==> config.mk <==
export PLATFORM = sky130hd
export DESIGN_NAME = ram_stream_loader_flat
export DESIGN_NICKNAME = d
export VERILOG_FILES = /design/src/rtl/ram_stream_loader_pkg.sv /design/src/rtl/ram_stream_loader_if.sv /design/src/rtl/ram_stream_loader_byte_packer.sv /design/src/rtl/ram_stream_loader.sv /design/src/flat_wrapper.sv
export SDC_FILE = /design/constraint.sdc
export NUM_CORES = 1
export LEC_CHECK = 0
export BUFFER_PORTS_ARGS = -buffer_cell sky130_fd_sc_hd__buf_4
export CORE_UTILIZATION = 49
export DETAILED_ROUTE_END_ITERATION = 10
export GPL_TIMING_DRIVEN = 0
export PLACE_DENSITY_LB_ADDON = 0.1
export SETUP_SLACK_MARGIN = 0.3
export SYNTH_ARGS = -nofsm -noshare
export SYNTH_HDL_FRONTEND = slang
export SYNTH_HIERARCHICAL = 1
export SYNTH_SLANG_ARGS = --single-unit
==> constraint.sdc <==
create_clock -name clk -period 2.1 [get_ports clk]
set_clock_uncertainty 0.2 [all_clocks]
set_input_delay 0.105 -clock clk [delete_from_list [all_inputs] [get_ports clk]]
set_output_delay 0.105 -clock clk [all_outputs]
set_load 0.05 [all_outputs]
==> src/rtl/ram_stream_loader_pkg.sv <==
// Shared memory-map constants and loader state type.
//   RAM_BASE_ADDR   : byte address of data RAM word 0
//   RAM_DEPTH_WORDS : data RAM capacity in 32-bit words
//   loader_state_t  : loader FSM state encoding
package ram_stream_loader_pkg;

    localparam logic [31:0] RAM_BASE_ADDR   = 32'h0000_1000;
    localparam int unsigned RAM_DEPTH_WORDS = 100;

    typedef enum logic [1:0] {
        IDLE,
        COLLECT,
        WRITE,
        DONE
    } loader_state_t;

endpackage

==> src/rtl/ram_stream_loader_if.sv <==
// Byte-stream input and RAM write bus of the loader.
//   byte_valid/byte_data/byte_last/byte_ready : valid/ready byte stream into the loader
//   MemWrite/A/WriteData                      : RAM write port driven by the loader
// Modports:
//   slave  : the loader (consumes the stream, drives the RAM bus)
//   master : the environment (produces the stream, observes the RAM bus)
interface ram_stream_loader_if;

    logic        byte_valid;
    logic [7:0]  byte_data;
    logic        byte_last;
    logic        byte_ready;
    logic        MemWrite;
    logic [31:0] A;
    logic [31:0] WriteData;

    modport slave (
        input  byte_valid,
        input  byte_data,
        input  byte_last,
        output byte_ready,
        output MemWrite,
        output A,
        output WriteData
    );

    modport master (
        output byte_valid,
        output byte_data,
        output byte_last,
        input  byte_ready,
        input  MemWrite,
        input  A,
        input  WriteData
    );

endinterface

==> src/rtl/ram_stream_loader_byte_packer.sv <==
// Packs accepted bytes into a 32-bit little-endian word.
//   clk, rst   : clock, asynchronous active-low reset
//   clear      : drop any partially packed word
//   accept     : byte_data is taken this cycle
//   byte_data  : incoming byte
//   byte_last  : incoming byte is the final one of the stream
//   word_ready : the byte taken this cycle completes a word (4th byte or last)
//   word       : completed word including this cycle's byte, upper bytes zero
module ram_stream_loader_byte_packer (
    input  logic        clk,
    input  logic        rst,
    input  logic        clear,
    input  logic        accept,
    input  logic [7:0]  byte_data,
    input  logic        byte_last,
    output logic        word_ready,
    output logic [31:0] word
);

    logic [1:0]  byte_cnt_q;
    logic [31:0] shift_q;

    // The word is formed combinationally so the top can register it in the same
    // cycle the final byte arrives; bytes above byte_cnt are still zero in shift_q.
    always_comb begin
        word       = shift_q | (32'(byte_data) << {byte_cnt_q, 3'b000});
        word_ready = accept && ((byte_cnt_q == 2'd3) || byte_last);
    end

    always_ff @(posedge clk or negedge rst) begin
        if (!rst) begin
            byte_cnt_q <= 2'd0;
            shift_q    <= 32'd0;
        end else if (clear || word_ready) begin
            byte_cnt_q <= 2'd0;
            shift_q    <= 32'd0;
        end else if (accept) begin
            byte_cnt_q <= byte_cnt_q + 2'd1;
            shift_q    <= word;
        end
    end

endmodule

==> src/rtl/ram_stream_loader.sv <==
// Preloads the data RAM from a byte stream: packs bytes into little-endian words and
// writes them to consecutive word addresses starting at BASE_ADDR.
//   clk, rst      : clock, asynchronous active-low reset
//   start         : begin a new load (ignored while busy)
//   bus           : byte stream in, RAM write bus out (slave side)
//   busy          : load in progress
//   done          : load finished, held until the next start
//   overflow      : RAM filled before the last byte was seen
//   words_written : words written during the current load
module ram_stream_loader
    import ram_stream_loader_pkg::*;
#(
    parameter logic [31:0] BASE_ADDR   = RAM_BASE_ADDR,
    parameter int unsigned DEPTH_WORDS = RAM_DEPTH_WORDS
) (
    input  logic                               clk,
    input  logic                               rst,
    input  logic                               start,
    ram_stream_loader_if.slave                 bus,
    output logic                               busy,
    output logic                               done,
    output logic                               overflow,
    output logic [$clog2(DEPTH_WORDS+1)-1:0]   words_written
);

    localparam int unsigned CntW = $clog2(DEPTH_WORDS + 1);

    loader_state_t state_q, state_d;
    // Word index and words-written count are always equal, so one counter serves both.
    logic [CntW-1:0] words_q, words_d;
    logic            last_q, last_d;
    logic            ovf_q, ovf_d;
    logic            mem_write_q, mem_write_d;
    logic [31:0]     addr_q, addr_d;
    logic [31:0]     wdata_q, wdata_d;

    logic        accept;
    logic        clear;
    logic        word_ready;
    logic [31:0] word;

    assign bus.byte_ready = (state_q == COLLECT);
    assign accept         = bus.byte_valid && bus.byte_ready;

    ram_stream_loader_byte_packer u_packer (
        .clk        (clk),
        .rst        (rst),
        .clear      (clear),
        .accept     (accept),
        .byte_data  (bus.byte_data),
        .byte_last  (bus.byte_last),
        .word_ready (word_ready),
        .word       (word)
    );

    always_comb begin
        state_d     = state_q;
        words_d     = words_q;
        last_d      = last_q;
        ovf_d       = ovf_q;
        mem_write_d = 1'b0;
        addr_d      = addr_q;
        wdata_d     = wdata_q;
        clear       = 1'b0;

        unique case (state_q)
            IDLE, DONE: begin
                if (start) begin
                    state_d = COLLECT;
                    words_d = '0;
                    last_d  = 1'b0;
                    ovf_d   = 1'b0;
                    clear   = 1'b1;
                end
            end
            COLLECT: begin
                if (word_ready) begin
                    state_d     = WRITE;
                    mem_write_d = 1'b1;
                    addr_d      = BASE_ADDR + (32'(words_q) << 2);
                    wdata_d     = word;
                    last_d      = bus.byte_last;
                end
            end
            WRITE: begin
                words_d = words_q + 1'b1;
                if (last_q) begin
                    state_d = DONE;
                end else if (words_q == CntW'(DEPTH_WORDS - 1)) begin
                    state_d = DONE;
                    ovf_d   = 1'b1;
                end else begin
                    state_d = COLLECT;
                end
            end
            default: state_d = IDLE;
        endcase
    end

    always_ff @(posedge clk or negedge rst) begin
        if (!rst) begin
            state_q     <= IDLE;
            words_q     <= '0;
            last_q      <= 1'b0;
            ovf_q       <= 1'b0;
            mem_write_q <= 1'b0;
            addr_q      <= BASE_ADDR;
            wdata_q     <= 32'd0;
        end else begin
            state_q     <= state_d;
            words_q     <= words_d;
            last_q      <= last_d;
            ovf_q       <= ovf_d;
            mem_write_q <= mem_write_d;
            addr_q      <= addr_d;
            wdata_q     <= wdata_d;
        end
    end

    assign bus.MemWrite  = mem_write_q;
    assign bus.A         = addr_q;
    assign bus.WriteData = wdata_q;
    assign busy          = (state_q == COLLECT) || (state_q == WRITE);
    assign done          = (state_q == DONE);
    assign overflow      = ovf_q;
    assign words_written = words_q;

endmodule

==> src/flat_wrapper.sv <==
// flat-port wrapper written by rule: the top's interface ports become plain ports
module ram_stream_loader_flat import ram_stream_loader_pkg::*;
#(
    parameter logic [31:0] BASE_ADDR   = RAM_BASE_ADDR,
    parameter int unsigned DEPTH_WORDS = RAM_DEPTH_WORDS
)
  (clk, rst, start, busy, done, overflow, words_written, bus_byte_valid, bus_byte_data, bus_byte_last, bus_byte_ready, bus_MemWrite, bus_A, bus_WriteData);
  ram_stream_loader_if bus_i ();
  input  logic clk;
  input  logic rst;
  input  logic start;
  output logic busy;
  output logic done;
  output logic overflow;
  output logic [$clog2(DEPTH_WORDS+1)-1:0] words_written;
  input wire logic [$bits(bus_i.byte_valid)-1:0] bus_byte_valid;
  input wire logic [$bits(bus_i.byte_data)-1:0] bus_byte_data;
  input wire logic [$bits(bus_i.byte_last)-1:0] bus_byte_last;
  output wire logic [$bits(bus_i.byte_ready)-1:0] bus_byte_ready;
  output wire logic [$bits(bus_i.MemWrite)-1:0] bus_MemWrite;
  output wire logic [$bits(bus_i.A)-1:0] bus_A;
  output wire logic [$bits(bus_i.WriteData)-1:0] bus_WriteData;
  assign bus_i.byte_valid = bus_byte_valid;
  assign bus_i.byte_data = bus_byte_data;
  assign bus_i.byte_last = bus_byte_last;
  assign bus_byte_ready = bus_i.byte_ready;
  assign bus_MemWrite = bus_i.MemWrite;
  assign bus_A = bus_i.A;
  assign bus_WriteData = bus_i.WriteData;
  ram_stream_loader #(.BASE_ADDR(BASE_ADDR), .DEPTH_WORDS(DEPTH_WORDS)) u_core (.clk(clk), .rst(rst), .start(start), .bus(bus_i), .busy(busy), .done(done), .overflow(overflow), .words_written(words_written));
endmodule
---- Yosys cells after proc, flatten, opt, wreduce, memory -nomap -nowiden ----
Cells that the tools add are included.
Widths: inputs -> output; s select.
cells by class
  multiplexer cells ....................... 21
  bitwise operators ....................... 1
  reductions and logical operators ........ 15
  shift-type cells ........................ 1
  $add $sub $neg .......................... 3
  eq/ne operators ......................... 9
operators with widths
  operator               number
  $mux 32                2
  $or 32x32->32          1
  $shl 8x5->32           1
  $add 13x9->14 const A  1
  $pmux 7 s2             1
  $mux 2                 6
  $mux 1                 8
  $add 7x1->7 const B    1
  $eq 7x7->1 const B     1
  $mux 7                 1
  $eq 2x2->1 const B     3
  $ne 2x2->1 const B     3
  $pmux 2 s3             1
  $reduce_and 2->1       3
  $reduce_bool 2->1      3
  $pmux 1 s2             2
  $reduce_and 4->1       1
  $logic_or 1x1->1       3
  $reduce_and 3->1       1
  $add 2x1->2 const B    1
  $eq 2x1->1 const B     1
  $logic_and 1x1->1      2
  $logic_not 2->1        1
  $ne 2x1->1 const B     1
  $reduce_or 2->1        1
word-level totals
  word-level logic and storage cells ...... 59
  bits in registers ....................... 110

---- Depth between registers and ports, before layout ----
  depth in word-level cells ............... 5
  gate-level depth with buffers ........... 9
  gate-level depth less buffers ........... 7

---- Hierarchy ----
Netlist, hierarchy kept.
modules (own cells, without submodules)
  module                         seq. area each (µm²)  times used  cells an instance  area an instance (µm²)
  ram_stream_loader              1276.2                1           188                2378.5
  ram_stream_loader_byte_packer  850.8                 1           140                1600.3

---- Worst setup path before layout ----
No wires, ideal clock.
  kind .................................... reg2reg
  start point ............................. register u_core.state_q[1]
  end point ............................... register u_core.addr_q[2], in the netlist u_core/bus.A[2]
  cell stages (with the launch flop) ...... 9
  arrival time ............................ 2295 ps
  buffers on the path ..................... 2
  required time ........................... 1775 ps
  clock period less this slack ............ 2620 ps
  path slack .............................. -520 ps
  cell sequence ........................... dfrtp_1 -> inv_1 -> ha_1 -> and2_1 -> buf_2 -> o21a_1 -> nand2_1 -> buf_2 -> mux2_2
on the way
  cells in the longest elaborated chain, start to end .. 4
ends and longest elaborated chain
  item                         line                                 RTL
  from (decl)                  ram_stream_loader.sv:28              loader_state_t state_q, state_d;
  from (signal assigned)       ram_stream_loader.sv:110             state_q <= state_d;
  $eq 2x1->1                   ram_stream_loader.sv:42              assign bus.byte_ready = (state_q == COLLECT);
  named net bus_byte_ready     flat_wrapper.sv:19                   output wire logic [$bits(bus_i.byte_ready)-1:0] bus_byte_ready;
  $logic_and 1x1->1            ram_stream_loader.sv:43              assign accept = bus.byte_valid && bus.byte_ready;
  named net u_core.accept      ram_stream_loader.sv:37              logic accept;
  $logic_and 1x1->1            ram_stream_loader_byte_packer.sv:27  word_ready = accept && ((byte_cnt_q == 2'd3) || byte_last);
  named net u_core.word_ready  ram_stream_loader.sv:39              logic word_ready;
  $reduce_and 2->1 (no line)   -
  to (signal assigned)         ram_stream_loader.sv:115             addr_q <= addr_d;
  to (decl)                    ram_stream_loader.sv:34              logic [31:0] addr_q, addr_d;
The timed path passes the listed nets, and every way through them passes these cells.
A chain may end at the register's enable or synchronous reset.

---- Worst setup path in the final report ----
  start point ............................. register u_core.state_q[0]
  end point ............................... register u_core.u_packer.shift_q[6]
on the way
  cells in the longest elaborated chain, start to end .. 5
  elaborated cells between the ends (all ways) .. 10
  those cells by class .................... eq/ne (2); mux (2); reduce/logical (6)
ends and longest elaborated chain
  item                                                  line                                 RTL
  $eq 2x2->1 / $logic_not 2->1 (equally long branches)  ram_stream_loader.sv:66              unique case (state_q)
  $reduce_or 2->1 (*)                                   ram_stream_loader.sv:66
  $mux 1 (*)                                            ram_stream_loader.sv:66
  named net u_core.clear                                ram_stream_loader.sv:38              logic clear;
  $logic_or 1x1->1 (*)                                  ram_stream_loader_byte_packer.sv:34  end else if (clear || word_ready) begin
  $mux 32 / $reduce_bool 2->1 (equally long branches)   -
  to (signal assigned)                                  ram_stream_loader_byte_packer.sv:39  shift_q <= word;
  to (decl)                                             ram_stream_loader_byte_packer.sv:21  logic [31:0] shift_q;
Mark *: on every way through the listed nets, which the timed path passes. The rest lies on a longest branch.

==> flow_summary.json <==
{
  "slew_viol_final": 0,
  "yosys_warnings": 6,
  "status": "finished, violations left",
  "wire_per_inst_um": 17.21,
  "whs_path_depth": 3,
  "vias": 3035,
  "drt_iter0_markers": 101,
  "fin_setup_tns_ns": -4.898,
  "gp_congestion": 0.8230,
  "finalCritPeriodShare": 1.068,
  "avgSynthCellArea_um2": 12.13,
  "critical_path_required_ns": 2.19,
  "reg2reg_to": "u_core/u_packer/shift_q[6]",
  "yosysTopAreaCell": "dfrtp_1",
  "grt_max_degree": 86,
  "worstMarginPinSlew_ns": 1.060,
  "cts_root_buf": "clkbuf_8",
  "postRouteAntennaNets": 0,
  "firstDrtPassIters": 4,
  "rows": 32,
  "power.density_nw_per_um2": 1350,
  "worstPathArrival_ns": 2.33,
  "via_per_inst": 5.325,
  "grt_pass1_vias": 2787,
  "ys_top_cells_by_count": "dfrtp_1, mux2_2, a21o_1",
  "port_buffers": 55,
  "area_growth_syn_to_layout_pct": 47.04,
  "synth_seq_cells": 85,
  "drive_above_1_share": 0.5021,
  "synth_area_um2": 3979,
  "max_cap_viol_count": 0,
  "synthTopCellsByArea": "dfrtp_1, mux2_2, a21o_1",
  "worstHoldEndpoint": "u_core/u_packer/shift_q[17]",
  "clk_pin_slew_ns": 0.08,
  "clk_path_buf_depth": 2,
  "yosysMostFrequentCell": "dfrtp_1",
  "fmax_mhz": 446.0,
  "cp_max_fo": 7,
  "setup_slack_ns": -0.1420,
  "dp.final_hpwl_um": 5455,
  "synth_cells": 328,
  "fp.coreArea_um2": 7807,
  "htreeDepth": 3,
  "fin_crit_ns": 2.242,
  "path_class": "register to register",
  "drc": 0,
  "cp-start-kind": "register",
  "io_pins": 89,
  "antenna_found_initial": 0,
  "grt_pass1_wl_um": 14380,
  "dieWidth_um": 92.11,
  "synthFlopType": "dfrtp_1",
  "cts_buffers": 9,
  "end_kind": "register",
  "die_area_um2": 8484,
  "max-vdd-ir-drop_mv": 1.158,
  "grt-ovfl-total": 0,
  "tritoncts": "yes",
  "hold_violations": 0,
  "hp-class": "primary input to register",
  "synth_seq_area_share": 0.5346,
  "drt_wl_total_um": 9809,
  "setup.reg_to_reg.worst_slack_ns": -0.14,
  "min_from": "bus_byte_data[1]",
  "p_leak_nw": 3.175,
  "clkLatencyLatePin_ns": 0.35,
  "setup-violations-final": 64,
  "synth_edf_count": 0,
  "slew_headroom": 0.2931,
  "reg2reg_from": "u_core/state_q[0]",
  "rsz0062_at_grt": "true",
  "finalPower_mw": 7.898,
  "ys_types": 39,
  "fin_nets": 482,
  "rr_worst_depth": 8,
  "track_usage": 0.2233,
  "violations": "negative setup slack",
  "ys_async_sr_fraction": 1.000,
  "antenna_cells": 0,
  "clock_sinks": 85,
  "die_y_um": 92.11,
  "initial_core_util": 0.5096,
  "preCtsSetupSlack_ns": -0.3201,
  "netlist.area_leader.share": 0.5346
}
[layout make-up]
class / count / area, um^2
timing repair buffer: 101 / 987.2
clock inverter: 7 / 97.59
multi-input combinational: 211 / 1966
clock buffer: 9 / 123.9
buffer: 47 / 380.4
fill: 518 / 1957
inverter: 8 / 40.04
tap: 102 / 127.6
sequential: 85 / 2128
[critical path: stages, from the launching register on]
cell	delay, ns
dfrtp_1	0.41
inv_2	0.09
ha_4	0.20
buf_6	0.12
nand2_4	0.06
inv_4	0.03
or4b_4	0.55
nor3_4	0.32
a22o_1	0.19
[state kept, by name, indices dropped and copies added (netlist names)]
name                        count
u_core/state_q                  2
u_core/words_written            7
u_core/bus.MemWrite             1
u_core/u_packer/byte_cnt_q      2
u_core/bus.A                    7
u_core/u_packer/shift_q        32
u_core/bus.WriteData           32
u_core/last_q                   1
u_core/overflow                 1
[report_power, final]
group | internal (mW) | switching [mW] | total (mW)
registers | 1.99 | 0.257 | 2.25
clock network | 0.673 | 0.603 | 1.28
logic | 2.03 | 2.34 | 4.37
total | 4.70 | 3.20 | 7.90
[cell families after synthesis]
group                      Yosys count  synth area share
AOI/OAI and AO/OA                   88            0.1645
DFF                                 85            0.5346
buffers and inverters               55           0.08459
and+or+nand+nor                     50           0.07673
muxes                               42            0.1189
adders and majority gates            6           0.01887
other                                2          0.001887
[layout by cell type (no fill, tap or decap), types with 7 or more instances in the layout]
cell      synthesis  layout
a21oi_2           0       8
buf_1             8       8
nand2b_1          7       7
mux2_4            0      39
buf_4            25      91
a22o_1           27      27
conb_1            2      25
buf_6             2      26
buf_12            0       7
a21o_1           32      32
clkbuf_8          0       9
dfrtp_1          85      84
[stage by stage]
step | hold slack (ns) | cells | cell area [um^2] | util
finish | 0.005696 | 570 | 5851 | 0.7494
CTS | 0.006257 | 556 | 5401 | 0.6918
global route | 0.02719 | 570 | 5851 | 0.7494
floorplan | -0.3906 | 351 | 4145 | -
global placement | 0.1658 | 508 | 4686 | 0.6002
detailed placement | 0.1634 | 508 | 4686 | 0.6002
[routing by layer]
layer	routed length, um	global-route usage	vias to the layer above
met5	0	0	-
met4	161	0.07422	0
met3	398	0.04395	15
met2	4907	0.3638	91
met1	4342	0.2995	1537
li1	-	-	1392
[how the worst max path moves through the flow]
| stage | end | slack, ns | from | cells after the start |
|---|---|---|---|---|
| 6_report | u_core/u_packer/shift_q[6] | -0.14 | u_core/state_q[0] | 8 |
| 5_1_grt | u_core/u_packer/shift_q[6] | -0.20 | u_core/state_q[0] | 8 |
| 4_1_cts | u_core/u_packer/shift_q[6] | -0.11 | u_core/state_q[1] | 7 |
| 3_3_place_gp | u_core/u_packer/shift_q[6] | -0.28 | u_core/state_q[0] | 8 |
| 3_5_place_dp | u_core/u_packer/shift_q[5] | -0.32 | u_core/state_q[0] | 8 |
| 2_1_floorplan | u_core/u_packer/shift_q[7] | -0.13 | u_core/state_q[0] | 8 |
[timing repair]
action	4_1_cts	5_1_grt
hold buffers	3	0
setup endpoints to repair	84	86
endpoints found under the hold margin	88	0
cloned	5	1
pin swaps	19	25
buffers inserted	24	13
resized for setup	32	97
No activity file was read; power rests on OpenSTA's default activity.
